**src/rtl/seg_scanner.sv**
```systemverilog
// Eight-digit multiplexed seven-segment scanner with a per-frame shadow register
// so digit data never tears mid-scan; outputs are registered from scan state.
module seg_scanner #(
    parameter int         SCAN_DIV   = 100000,
    parameter int         DEAD       = 1000,
    parameter logic [3:0] BLANK_CODE = 4'hB
) (
    input  logic        clk,
    input  logic        clr,
    input  logic [31:0] dataBus,
    output logic [7:0]  AN,
    output logic [6:0]  SEG,
    output logic        DP,
    output logic        frame_done
);

    localparam int CW = (SCAN_DIV > 1) ? $clog2(SCAN_DIV) : 1;
    localparam logic [CW-1:0] LAST = CW'(SCAN_DIV - 1);

    logic [CW-1:0] cnt;
    logic [2:0]    idx;
    logic [31:0]   shd;
    logic          tick;
    logic          dead;
    logic          wrap;
    logic [3:0]    nib;
    logic [6:0]    seg_dec;
    logic [7:0]    an_nxt;

    assign tick = (cnt == LAST);
    assign wrap = tick && (idx == 3'd7);

    // A zero-length dead window is elaborated away rather than compared against zero.
    generate
        if (DEAD == 0) begin : g_nodead
            always_comb dead = 1'b0;
        end else begin : g_dead
            localparam logic [CW-1:0] DEAD_C = CW'(DEAD);
            always_comb dead = (cnt < DEAD_C);
        end
    endgenerate

    always_comb begin
        nib     = shd[{idx, 2'b00} +: 4];
        seg_dec = '1;
        case (nib)
            4'h0: seg_dec = 7'h40;
            4'h1: seg_dec = 7'h79;
            4'h2: seg_dec = 7'h24;
            4'h3: seg_dec = 7'h30;
            4'h4: seg_dec = 7'h19;
            4'h5: seg_dec = 7'h12;
            4'h6: seg_dec = 7'h02;
            4'h7: seg_dec = 7'h78;
            4'h8: seg_dec = 7'h00;
            4'h9: seg_dec = 7'h10;
            4'hA: seg_dec = 7'h08;
            4'hB: seg_dec = 7'h03;
            4'hC: seg_dec = 7'h46;
            4'hD: seg_dec = 7'h21;
            4'hE: seg_dec = 7'h06;
            4'hF: seg_dec = 7'h0E;
            default: seg_dec = '1;
        endcase
        if (nib == BLANK_CODE) seg_dec = '1;
        an_nxt = dead ? '1 : ~(8'b1 << idx);
    end

    always_ff @(posedge clk) begin
        if (clr) begin
            cnt        <= '0;
            idx        <= '0;
            shd        <= {8{BLANK_CODE}};
            AN         <= '1;
            SEG        <= '1;
            DP         <= 1'b1;
            frame_done <= 1'b0;
        end else begin
            cnt        <= tick ? '0 : cnt + 1'b1;
            if (tick) idx <= idx + 3'd1;
            if (wrap) shd <= dataBus;
            frame_done <= wrap;
            AN         <= an_nxt;
            SEG        <= seg_dec;
            DP         <= 1'b1;
        end
    end

endmodule

```
**config.mk**
```make
export PLATFORM = sky130hd
export DESIGN_NAME = seg_scanner
export DESIGN_NICKNAME = d
export VERILOG_FILES = /design/src/rtl/seg_scanner.sv
export SDC_FILE = /design/constraint.sdc
export NUM_CORES = 1
export LEC_CHECK = 0
export ABC_AREA = 1
export CORE_UTILIZATION = 48
export DETAILED_ROUTE_END_ITERATION = 8
export GPL_TIMING_DRIVEN = 0
export PLACE_DENSITY = 0.75
export SYNTH_ARGS = -nofsm -noshare
export SYNTH_HDL_FRONTEND = slang
export SYNTH_SLANG_ARGS = --single-unit
```
**constraint.sdc**
```tcl
create_clock -name clk -period 1.7 [get_ports clk]
set_input_delay 0.255 -clock clk [delete_from_list [all_inputs] [get_ports clk]]
set_output_delay 0.255 -clock clk [all_outputs]
set_load 0.005 [all_outputs]
```
# Word-level counts from Yosys, hierarchy flattened
# Memories as Yosys holds them, arrays and structs flattened. A register that Yosys moved wholly into a read port is not among the register bits.
# Cells that the tools add are included.
[op_classes] add_sub_neg=2 order_cmp=1 n_eq_ne=3 n_shift=2 bitwise_logic=1 reduce_logical=4
[ops] cell="indexed part select 32 x 6 -> 4 bit" count=1
[ops] cell="adder 17 x 1 -> 17 bit, second input constant" count=1
[ops] cell="equality test 17 bit, second input constant" count=1
[ops] cell="less-than comparator 17 x 10 -> 1 bit, second input constant" count=1
[ops] cell="inverter 8 bit" count=1
[ops] cell="left shift 1 x 3 -> 8 bit, first input constant" count=1
[ops] cell="OR reduction 2 bit" count=3
[ops] cell="equality test 4 bit, second input constant" count=1
[ops] cell="adder 3 x 1 -> 3 bit, second input constant" count=1
[ops] cell="equality test 3 bit, second input constant" count=1
[ops] cell="logical AND 1 bit" count=1
[totals] regBits=61 mem_bits_ro=112 in_bits=34 out_inout_bits=17 mem_count=1
[memory_table] name="(no name shown)" depth=16 word_bits=7 rd=1 rd_ports_with_merged_regs=1 write_ports=0 line_no="46" source="case (nib)"

# Depth between registers and ports, before layout
# Gate-level depths: netlist (run 1).
[logic_depth] ltp_word=3 mapped_depth=13 ltp_nobuf=11

# Least setup slack after synthesis (run 1)
# OpenSTA, ideal clock, no wires.
[synth_path] path_type="register -> register" startpoint="register idx[0]" endpoint="register SEG[0]" t_arrival_ns=1.721 path_slack_ns=-0.152 path_stages_with_launch=14 path_buffers=2 synth_period_minus_slack_ns=1.852 cell_sequence="dfxtp_1 > buf_4 > inv_2 > buf_4 > nand2_1 > nand3_1 > nand3_1 > nand2_1 > inv_1 > ha_1 > nand3_1 > nor2_1 > nor2_2 > nand3_1"
[synth_between] elab_chain_cells=3
[synth_rtl] item="start, declared" line_no="21" source="logic [2:0] idx;"
[synth_rtl] item="start signal, assigned" line_no="80" source="if (tick) idx <= idx + 3'd1;"
[synth_rtl] item="indexed part select 32 x 6 -> 4 bit (*)" line_no="44" source="nib = shd[{idx, 2'b00} +: 4];"
[synth_rtl] item="equality test 4 bit" line_no="65" source="if (nib == BLANK_CODE) seg_dec = '1;"
[synth_rtl] item="OR reduction 2 bit (no line)"
[synth_rtl] item="end, declared" line_no="12" source="output logic [6:0] SEG,"
# Mark *: on every way between the ends. The rest lies on a longest branch, timed or not.
# A chain may end at the register's enable or synchronous reset.

# Worst setup path after layout (run 1)
[layout_path] startpoint="register idx[0]" endpoint="register SEG[5]"
# Same word-level chain as after synthesis.

==> flow_summary.json, run 1 <==
{
  "worstMarginPinSlew_ns": 0.687,
  "syn_area_per_cell_um2": 7.42,
  "cts-root-buf": "clkbuf_8",
  "place_hpwl_um": 5290,
  "ff_latch_area_um2": 1370,
  "n_fill_cell": 546,
  "die_y_um": 84.5,
  "route.vias.total": 3154,
  "ctsLongestPathBuffers": 2,
  "grt_pass1_vias": 2865,
  "met2_length_um": 3760,
  "cts_htree_levels": 3,
  "worst_setup_path_end_kind": "register",
  "final_area_um2": 4430,
  "syn-num-nets": 487,
  "worstSkewPairLatency_ns": 0.34,
  "ys_ff_latch": 68,
  "synth_area_um2": 3270,
  "pre_cts_ws_ns": -0.337,
  "wl_per_cell_um": 13.7,
  "fin_crit_sh_pct": 104,
  "cts_tree": "built",
  "dieArea_um2": 7140,
  "grtUsageTotal_pct": 23.4,
  "cellPowerDensity_nw_per_um2": 728,
  "slew_violations": 0,
  "drt_first_iter_violations": 195,
  "clk_pin_slew_ns": 0.07,
  "critPathArrivalTime_ns": 1.99,
  "crit_required_ns": 1.92,
  "synth_fa_ha_area_share_pct": 4.98,
  "vdd_drop_max_mv": 0.549,
  "synth-simple-area-share_pct": 28.1,
  "antenna_found_initial": 0,
  "reg2reg_setup_slack_ns": -0.07,
  "met1_length_um": 3700,
  "synth_top_family_by_area": "simple AND/OR/NAND/NOR gates",
  "finalPower_mw": 3.22,
  "placedCellCount": 565,
  "die_w_um": 84.5,
  "io_pins": 51,
  "finalClockSkew_ns": 0.00822,
  "initial_core_util_pct": 50.6,
  "drc": 2,
  "nets": 556,
  "crit_fanout": 5,
  "drt_first_pass_iters": 8,
  "holdWs_ns": 0.420,
  "cts_sinks": 68,
  "setup_ws_ns": -0.0685,
  "rsz0062_at_grt": "true",
  "hold_class": "register to register",
  "grt_start_max_net_pins": 20,
  "maxCapViolations": 0,
  "min_period_ns": 1.77,
  "worst_setup_path_start_kind": "register",
  "violations": "design-rule violations, negative setup slack",
  "portBuffers": 48,
  "layout-drive-gt1-share_pct": 24.7,
  "muxShareOfSynthArea_pct": 0,
  "status": "finished with violations",
  "synth_compound_area_share_pct": 13.7,
  "yosysSeqAreaShare_pct": 41.7,
  "area_growth_pct": 35.6,
  "netlist-cell-type-count": 29,
  "ys.warnings.count": 0,
  "finalSetupViolCount": 7,
  "instances_no_fill": 591,
  "n_antenna_cell": 0,
  "synthXorXnorAreaFrac_pct": 0.804,
  "timing.slew.headroom_pct": 54.2,
  "drtAntennaViolNets": 0,
  "cts_buffers": 9,
  "gp_congestion": 0.841,
  "drt-total-wl_um": 8090,
  "hold_viol_final": 0,
  "leakagePower_nw": 1.93,
  "multi_input_area_um2": 1780,
  "path_class": "register to register",
  "wl_met3_um": 433,
  "top_layer": "met4",
  "dpl_cell_area_um2": 3870,
  "core_um2": 6460,
  "grt_pass1_wl_um": 13200,
  "max_freq_mhz": 565,
  "fp-row-count": 29,
  "via_per_inst": 5.34,
  "grt-ovfl-total": 0,
  "syn_inst": 440
}
[per-layer routing]
metal	global-route usage, %	up-vias
met4	11.1	0
met5	0	-
met3	4.33	20
met2	35.6	118
li1	-	1562
met1	32.1	1454
[sequential cells by signal, summed over array words and instances (netlist names)]
signal and count:
AN 8, SEG 7, cnt 17, frame_done 1, idx 3, shd 32
[placed cells by master, fill, tap and decap left out, drive strengths merged, types with 2 or more instances in the layout]
cell	count
nand2	89
dfxtp	68
inv	58
nand3	58
clkdlybuf4s50	48
nor2	40
o21ai	37
a21oi	34
buf	26
clkbuf	14
ha	13
nor3	8
nand4	6
xor2	3
or2	3
bufinv	2
[layout make-up]
type | instances | share of cell area, %
Buffer | 17 | 3.39
Sequential cell | 68 | 30.9
Clock buffer | 12 | 3.28
Clock inverter | 4 | 1.64
Tap cell | 77 | 2.18
Multi-Input combinational cell | 296 | 40.2
Inverter | 58 | 5.14
Timing Repair Buffer | 59 | 13.2
[Yosys cell counts, drive strengths merged]
library cell	n	share of area [%]
a211oi	1	0.23
a21oi	34	5.2
a41oi	1	0.27
buf	16	3.8
clkbuf	2	0.23
conb	1	0.11
dfxtp	68	42
ha	13	5.0
inv	58	6.7
nand2	89	11
nand3	58	8.9
nand4	6	1.1
nor2	40	5.1
nor3	8	1.7
o211ai	1	0.23
o21a	1	0.23
o21ai	37	7.5
or2	3	0.57
xor2	3	0.80
[cell families (layout without fill, tap and decap cells)]
family	count (synthesis)	in the layout
xor+xnor	3	3
flops	68	68
buf+inv	76	150
compound gates	75	75
fa+ha+maj	13	13
simple gates	204	204
other cells	1	1
[timing repair]
action | in CTS | in global routing
hold buffers | 0 | 0
gates cloned | 1 | 0
endpoints found under the setup margin | 14 | 54
resized for setup | 30 | 38
buffers inserted | 8 | 2
pin swaps | 11 | 8
[final timing paths]
| check | startpoint | to | cells after the start |
|---|---|---|---|
| worst max-delay path | idx[0] | SEG[5] | 14 |
| worst min-delay path | cnt[0] | cnt[0] | 1 |
| worst max register to register | idx[0] | SEG[5] | 14 |
| worst min register to register | cnt[0] | cnt[0] | 1 |
[report_power, final]
part | internal (mW) | switching [mW]
Sequential | 1.60 | 0.00445
Combinational | 0.0888 | 0.0612
Clock | 0.865 | 0.609
[through the flow]
stage                     setup TNS, ns  util (%)
after floorplan                       0         -
after global placement            -1.93      59.9
after detailed placement          -2.29      59.9
after CTS                      -0.00558      66.4
after global routing              -1.09      68.6
final                            -0.327      68.6
[critical path, stage by stage (launching register included)]
cell and delay [ns]:
dfxtp_2 0.34, buf_8 0.14, buf_8 0.13, nor2_2 0.07, nor2_1 0.04, nand2_1 0.09
nand3_2 0.07, nand2_2 0.10, inv_2 0.06, ha_4 0.17, buf_4 0.14, nand3_4 0.09
nand2_1 0.07, nand2_1 0.06, nand3_1 0.07
Power figures use the tool's default switching activity.
==> run 2, diff against run 1 <==
Settings changed: CTS_CLUSTER_SIZE set to 28, GPL_TIMING_DRIVEN 0 to not set.
==> run 2 against run 1 <==
  * The flow still finishes with violations (design-rule violations, negative setup slack)
  * Clock power hardly changed
  * Combinational power is 5% lower
  * Wire length grew 1.2%
  * Sequential cell count unchanged
  * First-iteration DRC count fell by 9.7%
  * Worst setup slack lost 0.027 ns
  * Power up 0.27%
  * Non-clock buffer count rose by 9
  * Fmax shrank 1.5%
  * Final cell count rose by 1.7%
  * Sequential share of layout area is 0.74 points lower
  * Critical path depth shrank 3
  * Critical path type unchanged
  * Largest cell class unchanged
==> flow_summary.json, run 2 (synthesis results as in run 1) <==
{
  "status": "finished with violations",
  "violations": "design-rule violations, negative setup slack",
  "critPathArrivalTime_ns": 2.01,
  "grt_pass1_wl_um": 12200,
  "hold_class": "register to register",
  "finalSetupViolCount": 5,
  "drtAntennaViolNets": 0,
  "final_cell_mix": "75 x nand2_1, 63 x dfxtp_1, 50 x inv_1, 49 x clkdlybuf4s50_1, 41 x nand3_1",
  "cts_buffers": 9,
  "initial_core_util_pct": 50.6,
  "use_met1_pct": 28.9,
  "ctsLongestPathBuffers": 2,
  "worst_setup_path_start_kind": "register",
  "post-route-util_pct": 70.3,
  "cp_slowest_cell": "dfxtp_4",
  "cts_sinks": 68,
  "largest_reg_flops": 32,
  "fp-row-count": 29,
  "route.vias.total": 3218,
  "grt_util_met2_pct": 32.8,
  "drc": 1,
  "die_w_um": 84.5,
  "grt_busiest_layer": "met2",
  "place_hpwl_um": 5320,
  "io_pins": 51,
  "grtUsageTotal_pct": 21.2,
  "maxCapViolations": 0,
  "cts_htree_levels": 3,
  "n_antenna_cell": 0,
  "hold_viol_final": 0,
  "wl_per_cell_um": 13.6,
  "final_common_cell": "nand2_1",
  "antenna_found_initial": 0,
  "leakagePower_nw": 1.99,
  "nets": 566,
  "finalClockSkew_ns": 0.0102,
  "crit_fanout": 5,
  "finalPower_mw": 3.23,
  "min_period_ns": 1.80,
  "crit_chain": "buf_6, nor2_4, nor2_1, nand2_1, nand3_2, nand2_4, buf_4, ha_4, nand3_1, nand3_1, nand3_2",
  "cts_tree": "built",
  "n_fill_cell": 487,
  "clk_pin_slew_ns": 0.07,
  "cp_top_family": "simple AND/OR/NAND/NOR gates",
  "max_freq_mhz": 557,
  "area_growth_pct": 38.9,
  "cts-root-buf": "clkbuf_8",
  "reg.largest.list": "shd x32, cnt x17, AN x8",
  "core_um2": 6460,
  "cpPeakStageDelay_ns": 0.39,
  "grt_start_max_net_pins": 29,
  "drt_first_iter_violations": 176,
  "crit_required_ns": 1.92,
  "die_y_um": 84.5,
  "drt_first_pass_iters": 7,
  "slew_violations": 0,
  "setup_ws_ns": -0.0955,
  "path_buf_inv": 2,
  "portBuffers": 49,
  "drt-total-wl_um": 8190,
  "cellPowerDensity_nw_per_um2": 713,
  "gp_congestion": 0.869,
  "layout-drive-gt1-share_pct": 25.2,
  "dieArea_um2": 7140,
  "worst_setup_path_end_kind": "register",
  "met3_usage_pct": 4.62,
  "rsz0062_at_grt": "true",
  "via_per_inst": 5.35,
  "grt-ovfl-total": 0,
  "fin_crit_sh_pct": 106,
  "vdd_drop_max_mv": 0.502,
  "path_class": "register to register",
  "worstSkewPairLatency_ns": 0.34,
  "largest-register": "shd",
  "grt_pass1_vias": 2753
}
run 2: what timing repair did:
item | 4_1_cts | 5_1_grt
setup endpoints to repair | 9 | 43
setup buffers | 2 | 4
pin swaps | 3 | 15
cloned | 0 | 4
endpoints found under the hold margin | 0 | 0
hold buffers | 0 | 0
resized for setup | 4 | 50
run 2: worst register-to-register path: cells and delay by family (launching register included):
family,cells,cell delay [ns]
and+or+nand+nor,8,0.75
DFF,1,0.39
adders and majority gates,1,0.27
buffers and inverters,2,0.26
run 2: final timing paths:
path | cells after the start | start | to | slack (ns)
max | 11 | idx[0] | SEG[3] | -0.1
min reg2reg | 1 | cnt[0] | cnt[0] | 0.43
min | 1 | cnt[0] | cnt[0] | 0.43
max reg2reg | 11 | idx[0] | SEG[3] | -0.1
run 2: through the flow:
stage / cells / instance area [um^2] / hold slack [ns] / worst slack (ns) / setup TNS (ns)
floorplan: 440 / 3290 / 0.381 / 0.00146 / 0
global placement: 575 / 3970 / 0.430 / 0.0484 / 0
finish: 601 / 4540 / 0.425 / -0.0955 / -0.183
detailed placement: 575 / 3970 / 0.448 / -0.0118 / -0.0118
CTS: 593 / 4230 / 0.460 / 0.000914 / 0
global route: 601 / 4540 / 0.460 / -0.147 / -0.902
run 2: layout make-up:
cell class	instances	area (um^2)	share of cell area (%)
clock buffer	11	141	3.12
clock inverter	5	85.1	1.87
inverter	58	230	5.07
multi-input combinational	296	1740	38.3
sequential	68	1370	30.2
tap	77	96.3	2.12
timing repair buffer	85	867	19.1
timing repair inverter	1	8.76	0.193
run 2: routing by layer:
metal	part of all wire, %	vias up
met2	46	141
met4	2.6	0
met1	44	1472
met5	0	-
li1	-	1584
met3	6.5	21
run 2: power by group:
part	internal [mW]	total [mW]	leakage [nW]	switching, mW
clock	0.871	1.49	0.110	0.619
sequential	1.60	1.60	0.552	0.00436
combinational	0.0898	0.143	1.33	0.0534
total	2.56	3.23	1.99	0.676
==> patch 1: new RTL, flow settings as in run 2 <==
Change the parameter `SCAN_DIV` from 100000 to 400000.
--- a/src/rtl/seg_scanner.sv
+++ b/src/rtl/seg_scanner.sv
@@ -1,7 +1,7 @@
 // Eight-digit multiplexed seven-segment scanner with a per-frame shadow register
 // so digit data never tears mid-scan; outputs are registered from scan state.
 module seg_scanner #(
-    parameter int         SCAN_DIV   = 100000,
+    parameter int         SCAN_DIV   = 400000,
     parameter int         DEAD       = 1000,
     parameter logic [3:0] BLANK_CODE = 4'hB
 ) (
Formal check against the unedited RTL: no difference found for any inputs over 10 cycles, from zero or initial values; that may be too few to reach the edited logic, so the function may still have changed.
==> patch 1 against run 2 <==
Routed wire length rose by 4.8%. Non-clock buffer count is 8 higher. Design area rose by 2.5%. Total power up 1.5%. Count of clock-buffer cells in the layout is 1 lower. Synthesized area increased by 5.4%. Setup slack improved by 0.13 ns. Sequential cell count is 2 higher. Via count grew 7.1%. Critical path type unchanged.
==> patch 1: results (changes against run 2) <==
* Share of flip-flops with an asynchronous set or reset at 0% (unchanged)
* Leakage dissipation at 2.188 nW (+10%)
* Maximum net fanout on the critical path at 6 (+1)
* Number of global-route vias before repair at 3,196 (+16%)
* GRT met2 Usage at 38.24% (+5.4 points)
* Cell Int Power at 2.586 mW (+1.1%)
* Worst clock skew at 0.01403 ns (+0.003849 ns)
* Maximum number of pins on one net before global-route repair at 22 (-24%)
* Gates resized, CTS repair at 1 (-3)
* Post-DP Area at 0.004279 mm^2 (+7.7%)
* Net total in the final layout at 636 (+12%)
* Global-route wire length before repair at 14.05 mm (+15%)
* Synthesized-area fraction occupied by ao, oa, aoi and oai cells at 3.852% (-9.8 points)
* Met3 demand-to-capacity share in global routing at 3.429% (-1.2 points)
* Met2 layer wire length in the routed design at 3.967 mm (+4.2%)
* Pre-antenna DRT Iters at 5 (-2)
* Metal-1 WL at 4.040 mm (+11%)
* Reported combinational group power at 134 uW (-6%)
* GR Util All Layers at 23.57% (+2.4 points)
* RD Place Congestion at 0.8839 (+1.7%)
* Sum of met3 wire segment lengths after detailed routing at 376 um (-29%)
* Placed wire-length estimate after detailed placement at 6.175 mm (+16%)
* Leading registers by flop count: shd (32), cnt (19), AN (8)
* Post-synthesis sequential area ratio at 40.70% (-0.97 points)
* Largest cells by area after synthesis: dfxtp_1, nand2_1, nand3_1
* Synthesized netlist net count at 548 (+13%)
* Peak supply drop at 0.3945 mV (-21%)
* Routed WL per cell at 12.44 um (-8.7%)
* Count of cell types in the netlist at 32 (+10%)
* Adder-cell share of the synthesized area at 4.724% (-0.26 points)
* List of most frequent post-synthesis cells: nand2_1, nand3_1, dfxtp_1, inv_1, nor2_1
* Fraction of layout instances using a drive strength above 1 at 16.67% (-8.5 points)
* Top delay family on crit path: simple AND/OR/NAND/NOR gates
* GR met1 Demand/Resource at 31.49% (+2.5 points)
* Status: complete, no violations
[patch 1: changes by cell type after synthesis, sizes merged, moves of 2 or more]
cell | run 2 | this run
nand3 | 58 | 72
xor2 | 3 | 5
clkinv | 0 | 3
nor2 | 40 | 32
clkbuf | 2 | 4
buf | 16 | 12
nand2 | 89 | 171
a21oi | 34 | 20
inv | 58 | 60
or2 | 3 | 1
nor3 | 8 | 12
nand4 | 6 | 15
o21ai | 37 | 5
dfxtp | 68 | 70
[patch 1: final timing paths]
path,from,to,slack [ns],depth (start not counted)
max,idx[0],SEG[3],0.04,11
min,shd[14],shd[14],0.45,2
max reg2reg,idx[0],SEG[3],0.04,11
min reg2reg,shd[14],shd[14],0.45,2
[patch 1: through the flow]
step | cells | power (mW) | setup slack (ns) | TNS [ns] | hold slack, ns
detailed placement | 668 | 1.820 | -0.04972 | -0.1943 | 0.4422
finish | 690 | 3.281 | 0.03831 | 0 | 0.4522
floorplan | 501 | 1.728 | 0.004387 | 0 | 0.3274
global route | 690 | 3.379 | -0.04518 | -0.2524 | 0.4808
CTS | 684 | 3.294 | 0.008424 | 0 | 0.4533
global placement | 668 | 1.818 | 0.007470 | 0 | 0.4396
[patch 1: final cells by class]
type / instances / area [um^2]
Inverter: 63 / 246.5
Timing Repair Buffer: 93 / 857.1
Clock buffer: 10 / 137.6
Sequential cell: 70 / 1411
Tap cell: 96 / 120.1
Fill cell: 597 / 2217
Clock inverter: 6 / 85.08
Multi-Input combinational cell: 352 / 1794
[patch 1: worst reg2reg max path, delay by kind of cell (launching register included)]
family                     cells  cell delay, ns
and+or+nand+nor                8            0.68
DFF                            1            0.38
buffers and inverters          2            0.32
adders and majority gates      1            0.18
==> patch 2: new RTL, flow settings as in run 2 <==
Without the edit above. Register the inputs `clr` and `dataBus` before use, without a reset. The logic sees them one clock later.
--- a/src/rtl/seg_scanner.sv
+++ b/src/rtl/seg_scanner.sv
@@ -16,6 +16,14 @@
 
     localparam int CW = (SCAN_DIV > 1) ? $clog2(SCAN_DIV) : 1;
     localparam logic [CW-1:0] LAST = CW'(SCAN_DIV - 1);
+
+    logic clr_q;
+    logic [31:0] dataBus_q;
+
+    always_ff @(posedge clk) begin
+        clr_q     <= clr;
+        dataBus_q <= dataBus;
+    end
 
     logic [CW-1:0] cnt;
     logic [2:0]    idx;
@@ -67,7 +75,7 @@
     end
 
     always_ff @(posedge clk) begin
-        if (clr) begin
+        if (clr_q) begin
             cnt        <= '0;
             idx        <= '0;
             shd        <= {8{BLANK_CODE}};
@@ -78,7 +86,7 @@
         end else begin
             cnt        <= tick ? '0 : cnt + 1'b1;
             if (tick) idx <= idx + 3'd1;
-            if (wrap) shd <= dataBus;
+            if (wrap) shd <= dataBus_q;
             frame_done <= wrap;
             AN         <= an_nxt;
             SEG        <= seg_dec;
Behaviour: not the same (Yosys sat finds a counterexample within 4 cycles, from zero or initial values).
==> patch 2 against run 2 <==
The flow finishes with violations (setup timing). Routed wire length down 0.54%. Total power rose by 23%. Combinational power about the same. Design area rose by 13%. Worst hold slack got worse by 0.12 ns. Largest cell class is now flip-flops and latches. Via count up 3.4%. Setup slack gained 0.086 ns. Synthesized area rose by 22%. First-iteration DRC count grew 38%. Critical path depth is 2 higher. Largest power group unchanged. Global-route usage is 1.6 points lower. Sequential power increased by 52%. Sequential cell count grew 33.
==> patch 2: results (changes against run 2) <==
* GRT met2 Usage at 30.21% (-2.6 points)
* CP arrival at 1.96 ns (-0.05 ns)
* List of most frequent post-synthesis cells: dfxtp_1, nand2_1, inv_1, nand3_1, nor2_1
* Pre-antenna DRT Iters at 5 (-2)
* Adder-cell share of the synthesized area at 4.069% (-0.91 points)
* Largest cells by area after synthesis: dfxtp_1, nand2_1, nand3_1
* Placed Cells incl. Taps at 636 (+11%)
* Failing checks: setup timing
* Fraction of layout instances using a drive strength above 1 at 23.32% (-1.9 points)
* Drt initial violations at 243 (+38%)
* Number of global-route vias before repair at 3,053 (+11%)
* Pre-CTS setup slack at -0.1629 ns (-0.1511 ns)
* Placed wire-length estimate after detailed placement at 5.442 mm (+2.3%)
* Status: finished with violations
* GR Util All Layers at 19.56% (-1.6 points)
* Post-synthesis sequential area ratio at 50.58% (+8.9 points)
* Total Negative Setup Slacks at -0.01149 ns (+0.1714 ns)
* Fillcell total at 636 (+31%)
* Final setup violation count at 2 (-3)
* Post-Layout Cell Count at 668 (+11%)
* Gates resized, CTS repair at 17 (+13)
* Post-route setup slack at -0.009390 ns (+0.08615 ns)
* Post-CTS setup buffers at 10 (+8)
* Cell Int Power at 3.054 mW (+19%)
* Metal-1 WL at 3.684 mm (+1.3%)
* Maximum number of pins on one net before global-route repair at 33 (+14%)
* Kind of path behind the tightest hold check: in2reg
* Worst clock skew at 0.01135 ns (+0.001175 ns)
* Xor-xnor portion of the synthesized cell area at 0.8764% (+0.072 points)
* RD Place Congestion at 0.9023 (+3.8%)
* Net total in the final layout at 608 (+7.4%)
* Final WL at 8.144 mm (-0.54%)
* Final Cycle Share at 100.6% (-5.1 points)
* Global-route wire length before repair at 13.44 mm (+10%)
* Insertion delay of the later-clocked pin in the worst-skew pair at 0.37 ns (+0.03 ns)
* Maximum net fanout on the critical path at 7 (+2)
* Count of cell types in the netlist at 30 (+3.4%)
* Logic depth of the worst register-to-register path at 13 (+2)
* Met2 layer wire length in the routed design at 3.903 mm (+2.5%)
* Synthesized-area fraction occupied by ao, oa, aoi and oai cells at 12.36% (-1.3 points)
* Number of vias per cell after detailed routing at 4.981 (-7.0%)
* Synthesized netlist net count at 523 (+7.4%)
-- patch 2: power by group through the flow --
stage / logic (mW) / registers, mW / clock network, mW
2_1_floorplan: 0.0557 / 2.48 / 0
3_3_place_gp: 0.138 / 2.49 / 0
3_5_place_dp: 0.141 / 2.49 / 0
4_1_cts: 0.142 / 2.43 / 1.42
5_1_grt: 0.157 / 2.44 / 1.54
6_report: 0.143 / 2.43 / 1.40
-- patch 2: area by class of cell --
class | instances | area [um^2] | share of cell area [%]
Clock buffer | 9 | 123.9 | 2.407
Inverter | 59 | 229.0 | 4.449
Clock inverter | 7 | 60.06 | 1.167
Timing Repair Buffer | 93 | 874.6 | 16.99
Tap cell | 102 | 127.6 | 2.480
Sequential cell | 101 | 2031 | 39.46
Multi-Input combinational cell | 297 | 1700 | 33.04
-- patch 2: worst paths after layout --
path                from             to  slack (ns)
min          dataBus[24]  dataBus_q[24]        0.31
min reg2reg       cnt[0]         cnt[0]        0.42
max               idx[0]         SEG[4]      -0.009
max reg2reg       idx[0]         SEG[4]      -0.009
